### src/rtl/if_stage_pkg.sv
`default_nettype none
// ============================================================================
// Package  : if_stage_pkg
// Desc     : Shared constants, state encoding and helpers for the fetch stage.
// Revision : 1.0 - initial release
// ============================================================================
package if_stage_pkg;

  localparam logic [4:0]  EXC_NONE         = 5'h00;
  localparam logic [4:0]  EXC_ADEL         = 5'h04;
  localparam logic [31:0] RESET_PC_DEFAULT = 32'hbfc00000;

  // REQ: request on the bus, WAIT: awaiting response, HOLD: slot buffered
  typedef enum logic [1:0] {
    IF_REQ  = 2'd0,
    IF_WAIT = 2'd1,
    IF_HOLD = 2'd2
  } if_state_t;

  function automatic logic is_aligned(input logic [31:0] pc);
    return (pc[1:0] == 2'b00);
  endfunction

endpackage
`default_nettype wire

### src/rtl/if_stage.sv
`default_nettype none
// ============================================================================
// Module   : if_stage
// Desc     : Instruction fetch stage. Owns one instruction slot at fetch_pc,
//            fetches it over a req/addr_ok/data_ok SRAM handshake and hands
//            it to decode. Handles delayed branch redirects, exception
//            flushes and misaligned-PC (AdEL) slots.
// Revision : 1.0 - initial release
// ============================================================================
module if_stage
  import if_stage_pkg::*;
#(
  parameter logic [31:0] RESET_PC = RESET_PC_DEFAULT
) (
  input  logic        clk,
  input  logic        rst_n,
  input  logic        DE_enable,
  output logic        IF_ready,
  output logic [31:0] inst_out,
  output logic [31:0] IF_PC,
  output logic [4:0]  exccode_out,
  input  logic        PC_modified,
  input  logic [31:0] PC_modified_data,
  input  logic        exc_flush,
  input  logic [31:0] exc_target,
  output logic        inst_sram_req,
  output logic [31:0] inst_sram_addr,
  input  logic        inst_sram_addr_ok,
  input  logic        inst_sram_data_ok,
  input  logic [31:0] inst_sram_rdata
);

  if_state_t   r_state;
  if_state_t   w_state_next;
  logic [31:0] r_fetch_pc;
  logic [31:0] r_req_addr;
  logic [31:0] r_redir_target;
  logic [31:0] r_inst;
  logic [4:0]  r_exccode;
  logic        r_cancel;
  logic        r_redir_pend;
  logic        r_req_active;   // request shown last cycle was not yet accepted

  logic        w_req;
  logic        w_ready;
  logic        w_handoff;
  logic        w_adel_slot;
  logic        w_capture;

  // Next-state and handshake decode; a request once shown is held until accepted
  always_comb begin
    w_state_next = r_state;
    w_req        = 1'b0;
    w_ready      = 1'b0;
    w_handoff    = 1'b0;
    w_adel_slot  = 1'b0;
    w_capture    = 1'b0;
    case (r_state)
      IF_REQ: begin
        if (r_req_active || is_aligned(r_fetch_pc)) begin
          w_req = 1'b1;
          if (inst_sram_addr_ok) w_state_next = IF_WAIT;
        end else if (!exc_flush) begin
          w_adel_slot  = 1'b1;
          w_state_next = IF_HOLD;
        end
      end
      IF_WAIT: begin
        if (inst_sram_data_ok) begin
          if (r_cancel || exc_flush) begin
            w_state_next = IF_REQ;
          end else begin
            w_capture    = 1'b1;
            w_state_next = IF_HOLD;
          end
        end
      end
      IF_HOLD: begin
        w_ready   = !exc_flush;
        w_handoff = w_ready && DE_enable;
        if (exc_flush || w_handoff) w_state_next = IF_REQ;
      end
      default: w_state_next = IF_REQ;
    endcase
  end

  // State register
  always_ff @(posedge clk or negedge rst_n) begin
    if (!rst_n) r_state <= IF_REQ;
    else        r_state <= w_state_next;
  end

  // PC, redirect, cancel and instruction-slot registers
  always_ff @(posedge clk or negedge rst_n) begin
    if (!rst_n) begin
      r_fetch_pc     <= RESET_PC;
      r_req_addr     <= RESET_PC;
      r_redir_target <= 32'h0;
      r_inst         <= 32'h0;
      r_exccode      <= EXC_NONE;
      r_cancel       <= 1'b0;
      r_redir_pend   <= 1'b0;
      r_req_active   <= 1'b0;
    end else begin
      // Latch the shown address so fetch_pc may move under a pending request
      if (w_req && !inst_sram_addr_ok) begin
        r_req_active <= 1'b1;
        r_req_addr   <= inst_sram_addr;
      end else begin
        r_req_active <= 1'b0;
      end

      if (exc_flush) begin
        r_fetch_pc   <= exc_target;
        r_redir_pend <= 1'b0;
      end else if (w_handoff) begin
        r_fetch_pc   <= PC_modified  ? PC_modified_data :
                        r_redir_pend ? r_redir_target   :
                                       r_fetch_pc + 32'd4;
        r_redir_pend <= 1'b0;
      end else if (PC_modified) begin
        r_redir_pend   <= 1'b1;
        r_redir_target <= PC_modified_data;
      end

      // A response for a flushed request is dropped when it finally arrives
      if (r_state == IF_WAIT && inst_sram_data_ok) begin
        r_cancel <= 1'b0;
      end else if (exc_flush && (r_state == IF_WAIT || w_req)) begin
        r_cancel <= 1'b1;
      end

      if (w_capture) begin
        r_inst    <= inst_sram_rdata;
        r_exccode <= EXC_NONE;
      end else if (w_adel_slot) begin
        r_inst    <= 32'h0;
        r_exccode <= EXC_ADEL;
      end
    end
  end

  assign inst_sram_req  = w_req && rst_n;
  assign inst_sram_addr = r_req_active ? r_req_addr : r_fetch_pc;
  assign IF_ready       = w_ready;
  assign inst_out       = r_inst;
  assign IF_PC          = r_fetch_pc;
  assign exccode_out    = r_exccode;

endmodule
`default_nettype wire

### config.mk
export PLATFORM = sky130hd
export DESIGN_NAME = if_stage
export DESIGN_NICKNAME = d
export VERILOG_FILES = /design/src/rtl/if_stage_pkg.sv /design/src/rtl/if_stage.sv
export SDC_FILE = /design/constraint.sdc
export NUM_CORES = 1
export LEC_CHECK = 0
export CAP_MARGIN = 20
export CORE_MARGIN = 3
export CORE_UTILIZATION = 43
export CTS_CLUSTER_DIAMETER = 50
export DETAILED_ROUTE_END_ITERATION = 12
export PLACE_DENSITY = 0.77
export SLEW_MARGIN = 20
export SYNTH_ARGS = -nofsm -noshare
export SYNTH_HDL_FRONTEND = slang
export SYNTH_SLANG_ARGS = --single-unit
export TNS_END_PERCENT = 20
### constraint.sdc
create_clock -name clk -period 1.9 [get_ports clk]
set_clock_uncertainty 0.1 [all_clocks]
set_input_delay 0.38 -clock clk [delete_from_list [all_inputs] [get_ports clk]]
set_output_delay 0.38 -clock clk [all_outputs]
set_load 0.01 [all_outputs]
==> results.yml, run 1 <==
run_status:
  violations: "negative hold slack, negative setup slack"
  outcome: "complete, but fails checks"
power:
  fin_total_pwr_uw: 11930
  peakVddDrop_uv: 708.9
  p_per_area_mw_per_mm2: 1125
  p_leak_uw: 0.004552
clock_tree:
  cts_hold_buf: 0
  worstSkewPairLatency_ns: 0.42
  cts_tree: "done"
  htreeDepth: 4
  cts_made_buffers: 17
  cts_max_path_buffers: 2
  clk_pin_slew_worst_paths_ns: 0.06
  clock-sinks: 134
  clockRootBuffer: "clkbuf_16"
routing:
  drc: 0
  via_count: 6354
  dr.pass1.iters: 5
  wl_per_cell_um: 20.80
  vias_per_cell: 5.766
  ant_nets: 0
  wl_um: 22920
  drt_iter0_drc: 570
floorplan:
  io_pins: 206
  core_area_mm2: 0.01543
  die-area_mm2: 0.01752
  dieWidth_um: 132.4
  start_util: 0.4451
  num_rows: 45
  die_h_um: 132.4
synth:
  synth.avg_cell_area_um2: 11.06
  syn-instance-count: 621
  ys_warn_count: 0
  synthArstFlopShare: 1.000
  synth_top_family_by_area: "compound AO/OA/AOI/OAI gates"
  seq_area_frac_synth: 0.4916
  synthMuxAreaShare: 0.1582
  synth_seq_cells: 134
  synth_top_area_frac: 0.4227
  yosys-top-cells-area: "dfrtp_1 42%, mux2_2 15%, dfstp_2 6.9%, a22o_1 4.5%, a221oi_1 2.3%"
  synth_cell_types: 64
  synthSimpleGateAreaFrac: 0.1161
  synth_edf_count: 0
  synth_adder_area_share: 0.001822
  synthXorXnorAreaFrac: 0.01531
  syn_area_mm2: 0.006867
  yosysTopAreaCell: "dfrtp_1"
  synth_compound_area_frac: 0.1747
  synth_flop_cell: "dfrtp_1"
worst_setup_path:
  rrSetupSlack_ns: -0.10
  critPathLaunchType: "register"
  cp_data_arrival_time_ns: 1.61
  worstPathRequired_ns: 1.42
  path_class: "register to primary output"
  cp-end-kind: "primary output"
  rr_worst_depth: 6
  r2r-end: "IF_PC[31]$_DFFE_PN1N_"
  reg2reg_from: "IF_PC[22]$_DFFE_PN1N_"
  cp_max_fo: 8
finish:
  final_cells: 1102
  nets: 982
  drive_gt1_frac: 0.3715
  antenna_cells: 0
  area_growth_pct: 54.48
  design_area_mm2: 0.01061
  n_fill_cell: 1134
timing:
  setup_ws_ns: -0.1897
  timing.fmax_mhz: 478.5
  max_slew_margin: 0.5189
  finalHoldViolCount: 24
  rsz0062_at_grt: "yes"
  tightest_slew_ns: 0.7216
  fin_crit_ns: 2.090
  drv_slew: 0
  period_share: 1.100
  whs_ns: -0.03120
  setup_viol_count_final: 42
grt:
  grt_use_met2: 0.4231
  grt_pass1_wl_um: 36390
  grt.busiest_layer: "met2"
  grt_util_met1: 0.3354
  gr-usage-all-layers: 0.2602
  grt_pass1_vias: 6685
  antenna_found_initial: 1
  grt_max_degree: 135
  grt_use_met3: 0.08092
  grt.overflow.total: 0
hold_path:
  hold_class: "input pin to asynchronous set/reset pin"
placed_design:
  postPlaceCellArea_mm2: 0.009696
  gp_congestion: 0.9192
  numPortBuffers: 201
  hpwl_um: 15990
  dp_cells: 1065
job:
  drv_cap: 0
-- flip-flops by register name, summed over array words and instances, names as in the netlist --
name	cells
IF_PC	32
inst_out	32
r_redir_target	32
r_req_addr	32
r_state	2
exccode_out	1
r_cancel	1
r_redir_pend	1
r_req_active	1
-- worst max-delay path, stage by stage (launching register included) --
cell and delay, ns:
dfrtp_2 0.46, buf_12 0.15, buf_12 0.14, mux2_4 0.32, buf_6 0.12
-- cells by family after synthesis --
family,after synthesis
AOI/OAI and AO/OA,164
xor gates and xnor gates,12
other,1
adders and majority gates,1
muxes,97
DFF,134
and+or+nand+nor,149
buffers and inverters,63
-- worst max path at each step --
stage                                       from               endpoint  cells after the start
final                     r_req_active$_DFF_PN0_      inst_sram_addr[1]                      4
after global routing      r_req_active$_DFF_PN0_      inst_sram_addr[1]                      4
after CTS                 r_req_active$_DFF_PN0_          inst_sram_req                      4
after detailed placement             PC_modified  IF_PC[10]$_DFFE_PN0N_                      7
after global placement               PC_modified  IF_PC[13]$_DFFE_PN0N_                      7
after floorplan             IF_PC[6]$_DFFE_PN0N_  IF_PC[19]$_DFFE_PN0N_                      5
-- layer usage --
metal	share of wire	vias to the layer above	wire, µm
met2	0.48	348	11110
met4	0.018	2	405
met1	0.41	3120	9343
met3	0.089	41	2051
met5	0.00057	-	13
li1	-	2843	-
-- Yosys cell counts (4+ instances only) --
cell and n:
o21ai_0 26, nor2_1 38, inv_1 9, mux2_2 92, buf_1 5, buf_2 11
nor2b_1 4, a211oi_1 5, buf_4 4, o22ai_1 5, clkbuf_1 29, nor3_1 18
a31oi_1 4, nand4_1 10, o31ai_1 6, a221o_1 4, nand3_1 11, dfstp_2 18
nor4_1 4, a221oi_1 18, nand2_1 37, a21oi_1 24, mux2i_1 5, a22o_1 35
xnor2_1 9, o21a_1 7, o21ai_1 5, dfrtp_1 116
-- power breakdown --
| group | switching (µW) | total, µW | internal, µW |
|---|---|---|---|
| clock network | 1240 | 3160 | 1910 |
| registers | 593 | 4350 | 3760 |
| logic | 1910 | 4420 | 2520 |
| total | 3740 | 11900 | 8190 |
-- cells in the final DEF, fill, tap and decap left out, types with 4 or more instances in the layout --
cell,count
buf_4,66
a31oi_1,4
o21a_1,7
dfrtp_1,97
dfstp_2,18
mux2i_1,5
clkinvlp_4,4
a22o_1,35
nor2_1,34
o31ai_1,5
inv_1,9
conb_1,4
mux2_4,21
o21ai_0,17
dlygate4sd2_1,16
clkdlybuf4s50_1,133
a21oi_1,24
a221o_1,4
nor3_2,6
nand4_1,10
nand3_1,10
o22ai_1,5
buf_2,13
buf_6,33
clkbuf_16,17
nor4_2,4
clkinv_2,6
buf_12,12
nor3_1,11
dlymetal6s2s_1,14
dfrtp_2,19
or4_4,4
a211oi_1,5
xnor2_1,9
a221oi_1,16
nand2_1,34
mux2_2,71
o21ai_1,11
-- cell type report --
class                   instances  area, µm²  share of cell area
well taps                     211      264.0             0.02489
repair buffers                289       2844              0.2681
multi-input cells             427       3500              0.3299
inverters                       9      33.78            0.003185
flip-flops and latches        134       3400              0.3205
clock buffers                  18      429.2             0.04046
clock inverters                14      137.6             0.01297
-- timing repair --
action	CTS	global route
cloned	2	0
setup endpoints to repair	84	142
pin swaps	0	10
gates resized for setup	215	71
setup buffers	6	0
-- per-stage QoR --
stage               utilization  setup TNS [ns]  hold slack [ns]  worst slack (ns)
finish                   0.6876          -4.282         -0.03120           -0.1897
global route             0.6876          -7.602          0.04431           -0.2267
CTS                      0.6774          -7.496          0.02200           -0.2139
detailed placement       0.6285          -23.35           0.3813           -0.5608
global placement         0.6273          -31.77           0.3828            -1.018
floorplan                     -        -0.04053         -0.01559          -0.03183
No activity file was read; power rests on OpenSTA's default activity.
==> inputs of run 2 (changes only) <==
- CORE_MARGIN: 3 -> default
- SLEW_MARGIN: 20 -> 5
==> results.yml, run 2 (synthesized netlist as in run 1, its figures left out) <==
timing:
  rsz0062_at_grt: "yes"
  period_share: 1.130
  setup_viol_count_final: 40
  drv_slew: 0
  fin_setup_tns_ns: -5.707
  fin_crit_ns: 2.147
  setup_ws_ns: -0.2474
  max_slew_margin: 0.5231
  whs_ns: -0.01438
  timing.fmax_mhz: 465.7
  finalHoldViolCount: 8
  tightest_slew_ns: 0.7154
floorplan:
  io_pins: 206
  die_h_um: 128.4
  dieWidth_um: 128.4
  core_area_mm2: 0.01537
  num_rows: 45
  die-area_mm2: 0.01648
  start_util: 0.4467
finish:
  area_growth_pct: 55.90
  ff_latch_area_mm2: 0.003400
  n_fill_cell: 1119
  antenna_cells: 0
  fin_util: 0.6965
  final_cell_mix: "132 x clkdlybuf4s50_1, 97 x dfrtp_1, 80 x buf_4, 78 x mux2_2, 36 x nor2_1"
  drive_gt1_frac: 0.3776
  layout_commonest_cell: "clkdlybuf4s50_1"
  design_area_mm2: 0.01071
  multiInputGateArea_mm2: 0.003476
  nets: 994
power:
  peakVddDrop_uv: 719.3
  p_per_area_mw_per_mm2: 1140
  p_leak_uw: 0.004530
worst_setup_path:
  crit_family: "buffers and inverters"
  cp-end-kind: "primary output"
  crit_buf_inv: 4
  slowest_delay_ns: 0.43
  cpMostUsedCell: "buf_6"
  critPathLaunchType: "register"
  path_class: "register to primary output"
  path_cells: "buf_6 > buf_6 > buf_16 > mux2_4 > buf_6"
  cp_max_fo: 7
  slowest_stage: "dfrtp_2"
  cp_data_arrival_time_ns: 1.67
  worstPathRequired_ns: 1.42
grt:
  grt_pass1_wl_um: 36230
  grt_pass1_vias: 6591
  grt.overflow.total: 0
  gr-usage-all-layers: 0.2891
  antenna_found_initial: 0
  grt_max_degree: 135
clock_tree:
  clock-sinks: 134
  cts_tree: "done"
  clk_pin_slew_worst_paths_ns: 0.06
  htreeDepth: 4
  cts_made_buffers: 17
  clockRootBuffer: "clkbuf_16"
  worstSkewPairLatency_ns: 0.42
  cts_max_path_buffers: 2
routing:
  vias_per_cell: 5.805
  drc: 0
  ant_nets: 0
  wl_per_cell_um: 21.09
  drt_iter0_drc: 657
  via_count: 6467
  wl_um: 23500
  dr.pass1.iters: 5
placed_design:
  gp_congestion: 0.9120
  hpwl_um: 16240
  postPlaceCellArea_mm2: 0.009761
  numPortBuffers: 201
job:
  drv_cap: 0
hold_path:
  hold_class: "input pin to asynchronous set/reset pin"
run_status:
  violations: "negative hold slack, negative setup slack"
  outcome: "complete, but fails checks"
## run 2: worst paths after layout
| kind | startpoint | to | slack, ns | cells after the start |
|---|---|---|---|---|
| worst min-delay path | rst_n | inst_out[31]$_DFFE_PN0P_ | -0.01 | 2 |
| worst max register to register | IF_PC[10]$_DFFE_PN0N_ | IF_PC[20]$_DFFE_PN0N_ | -0.07 | 6 |
| worst max-delay path | r_req_active$_DFF_PN0_ | inst_sram_addr[11] | -0.25 | 5 |
| worst min register to register | inst_out[6]$_DFFE_PN0P_ | inst_out[6]$_DFFE_PN0P_ | 0.40 | 1 |
| max in group asynchronous | rst_n | IF_PC[11]$_DFFE_PN0N_ | 1.15 | 2 |
| min in group clk | DE_enable | r_state[1]$_DFFE_PN0P_ | 0.26 | 3 |
## run 2: layout make-up
type,instances,area share
Multi-Input combinational cell,427,0.3247
Clock inverter,15,0.01590
Timing Repair Buffer,301,0.2743
Inverter,9,0.003156
Clock buffer,17,0.03974
Sequential cell,134,0.3176
Tap cell,211,0.02466
## run 2: layer usage
layer  share of wire  track usage
met3           0.078      0.06320
met1            0.42       0.3858
met2            0.48       0.4661
met4           0.019      0.09965
met5               0            0
## run 2: stage by stage
step / hold slack (ns) / total power, µW / setup WS, ns / instances
6_report: -0.01438 / 12210 / -0.2474 / 1114
2_1_floorplan: -0.01559 / 6251 / -0.03183 / 624
3_5_place_dp: 0.3809 / 8513 / -0.7008 / 1075
5_1_grt: 0.04144 / 12750 / -0.2857 / 1114
4_1_cts: 0.02723 / 12060 / -0.2488 / 1114
3_3_place_gp: 0.3827 / 8359 / -0.8806 / 1074
## run 2: timing repair
action	4_1_cts	5_1_grt
hold endpoints to repair	0	0
gates resized for setup	236	38
endpoints found under the setup margin	121	64
cloned	3	0
pin swaps	3	6
buffers inserted	5	0
hold buffers	0	0
## run 2: report_power, final
group	internal, µW	leakage (µW)	total [µW]	switching, µW
registers	3760	0.00161	4350	595
clock network	1960	0.000275	3340	1370
logic	2580	0.00265	4520	1930
## run 2: worst reg2reg max path: cells and delay by family, from the launching register on
kind / cells / cell delay, ns
buf+inv: 1 / 0.17
flops: 1 / 0.38
simple gates: 2 / 0.66
compound gates: 3 / 0.53
==> inputs of run 3 (changes only) <==
==> constraint.sdc (replaced) <==
create_clock -name clk -period 1.9 [get_ports clk]
set_clock_uncertainty 0.1 [all_clocks]
set_input_delay 0.475 -clock clk [delete_from_list [all_inputs] [get_ports clk]]
set_output_delay 0.475 -clock clk [all_outputs]
set_load 0.01 [all_outputs]
==> results.yml, run 3 (synthesized netlist as in run 1, its figures left out) <==
finish:
  area_growth_pct: 61.44
  antenna_cells: 0
  n_fill_cell: 1094
  drive_gt1_frac: 0.4088
  nets: 1029
  final_cell_mix: "106 x dfrtp_1, 106 x buf_4, 100 x clkdlybuf4s50_1, 61 x mux2_2, 49 x dlygate4sd2_1"
worst_setup_path:
  r2r-end: "r_req_addr[8]$_DFFE_PN0P_"
  slowest_stage: "dfrtp_2"
  path_class: "register to primary output"
  cp-end-kind: "primary output"
  crit_family: "flip-flops"
  cp_data_arrival_time_ns: 1.65
  crit_buf_inv: 3
  slowest_delay_ns: 0.49
  path_cells: "buf_12 > buf_8 > mux2_4 > buf_6"
  cp_max_fo: 6
  rrSetupSlack_ns: -0.13
  critPathLaunchType: "register"
  worstPathRequired_ns: 1.32
  rr_worst_depth: 8
  reg2reg_from: "r_req_active$_DFF_PN0_"
clock_tree:
  cts_max_path_buffers: 2
  clockRootBuffer: "clkbuf_16"
  htreeDepth: 4
  cts_made_buffers: 17
  cts_tree: "done"
  cts_hold_buf: 0
  clock-sinks: 134
  clk_pin_slew_worst_paths_ns: 0.06
  worstSkewPairLatency_ns: 0.43
job:
  drv_cap: 0
routing:
  dr.pass1.iters: 7
  via_count: 6413
  drt_iter0_drc: 512
  wl_um: 22860
  ant_nets: 0
  wl_per_cell_um: 19.91
  vias_per_cell: 5.586
  drc: 0
power:
  fin_total_pwr_uw: 12570
  peakVddDrop_uv: 692.6
  p_leak_uw: 0.005008
  p_per_area_mw_per_mm2: 1134
placed_design:
  hpwl_um: 15690
  numPortBuffers: 201
  gp_congestion: 0.9094
timing:
  fin_setup_tns_ns: -12.94
  rsz0062_at_grt: "yes"
  fin_crit_ns: 2.228
  period_share: 1.172
  finalHoldViolCount: 0
  timing.fmax_mhz: 448.9
  drv_slew: 0
  setup_viol_count_final: 92
  setup_ws_ns: -0.3275
  max_slew_margin: 0.5221
  tightest_slew_ns: 0.7168
floorplan:
  die-area_mm2: 0.01648
  dieWidth_um: 128.4
  io_pins: 206
  num_rows: 45
  start_util: 0.4467
  core_area_mm2: 0.01537
  die_h_um: 128.4
hold_path:
  hold_class: "input pin to asynchronous set/reset pin"
grt:
  grt_pass1_wl_um: 36280
  antenna_found_initial: 0
  gr-usage-all-layers: 0.2922
  grt_pass1_vias: 6788
  grt_max_degree: 135
  grt.overflow.total: 0
run_status:
  outcome: "complete, but fails checks"
  violations: "negative setup slack"
-- run 3: worst max path at each step --
stage,to,depth (start not counted),startpoint,slack (ns)
after floorplan,inst_sram_addr[10],3,r_req_active$_DFF_PN0_,-0.07
after global placement,r_state[1]$_DFFE_PN0P_,5,inst_sram_data_ok,-0.52
after detailed placement,r_state[1]$_DFFE_PN0P_,5,inst_sram_data_ok,-0.63
after CTS,inst_sram_addr[1],4,r_req_active$_DFF_PN0_,-0.33
after global routing,inst_sram_addr[23],4,r_req_active$_DFF_PN0_,-0.36
final,inst_sram_addr[29],4,r_req_active$_DFF_PN0_,-0.33
-- run 3: final cells by class --
| type | count | area [µm²] | area share |
|---|---|---|---|
| clock buffers | 21 | 480.5 | 0.04334 |
| multi-input cells | 428 | 3642 | 0.3286 |
| repair buffers | 335 | 3154 | 0.2845 |
| inverters | 9 | 33.78 | 0.003047 |
| flip-flops and latches | 134 | 3388 | 0.3056 |
| clock inverters | 10 | 122.6 | 0.01106 |
| well taps | 211 | 264.0 | 0.02381 |
-- run 3: routing by layer --
metal  global-route usage  part of all wire  vias up
met5                    0                 0        -
met1               0.3758              0.42     3193
li1                     -                 -     2932
met3              0.07193             0.064       34
met2               0.4833              0.50      254
met4              0.09758             0.019        0
-- run 3: metrics by stage --
| stage | cells | utilization | setup WS, ns | hold slack [ns] | instance area (µm²) |
|---|---|---|---|---|---|
| 5_1_grt | 1148 | 0.7212 | -0.3628 | 0.1460 | 11090 |
| 4_1_cts | 1144 | 0.7118 | -0.3327 | 0.1273 | 10940 |
| 3_3_place_gp | 1095 | 0.6417 | -0.5246 | 0.3813 | 9863 |
| 6_report | 1148 | 0.7212 | -0.3275 | 0.07267 | 11090 |
| 3_5_place_dp | 1095 | 0.6417 | -0.6258 | 0.3848 | 9863 |
| 2_1_floorplan | 624 | - | -0.07497 | 0.07941 | 6878 |
-- run 3: where the power goes --
part           internal [µW]  switching [µW]
Sequential              3750             587
Clock                   2070            1280
Combinational           2800            2090
-- run 3: timing repair --
item,4_1_cts,5_1_grt
setup buffers,14,7
setup endpoints to repair,175,148
gates resized for setup,328,61
cloned,4,0
pin swaps,9,14
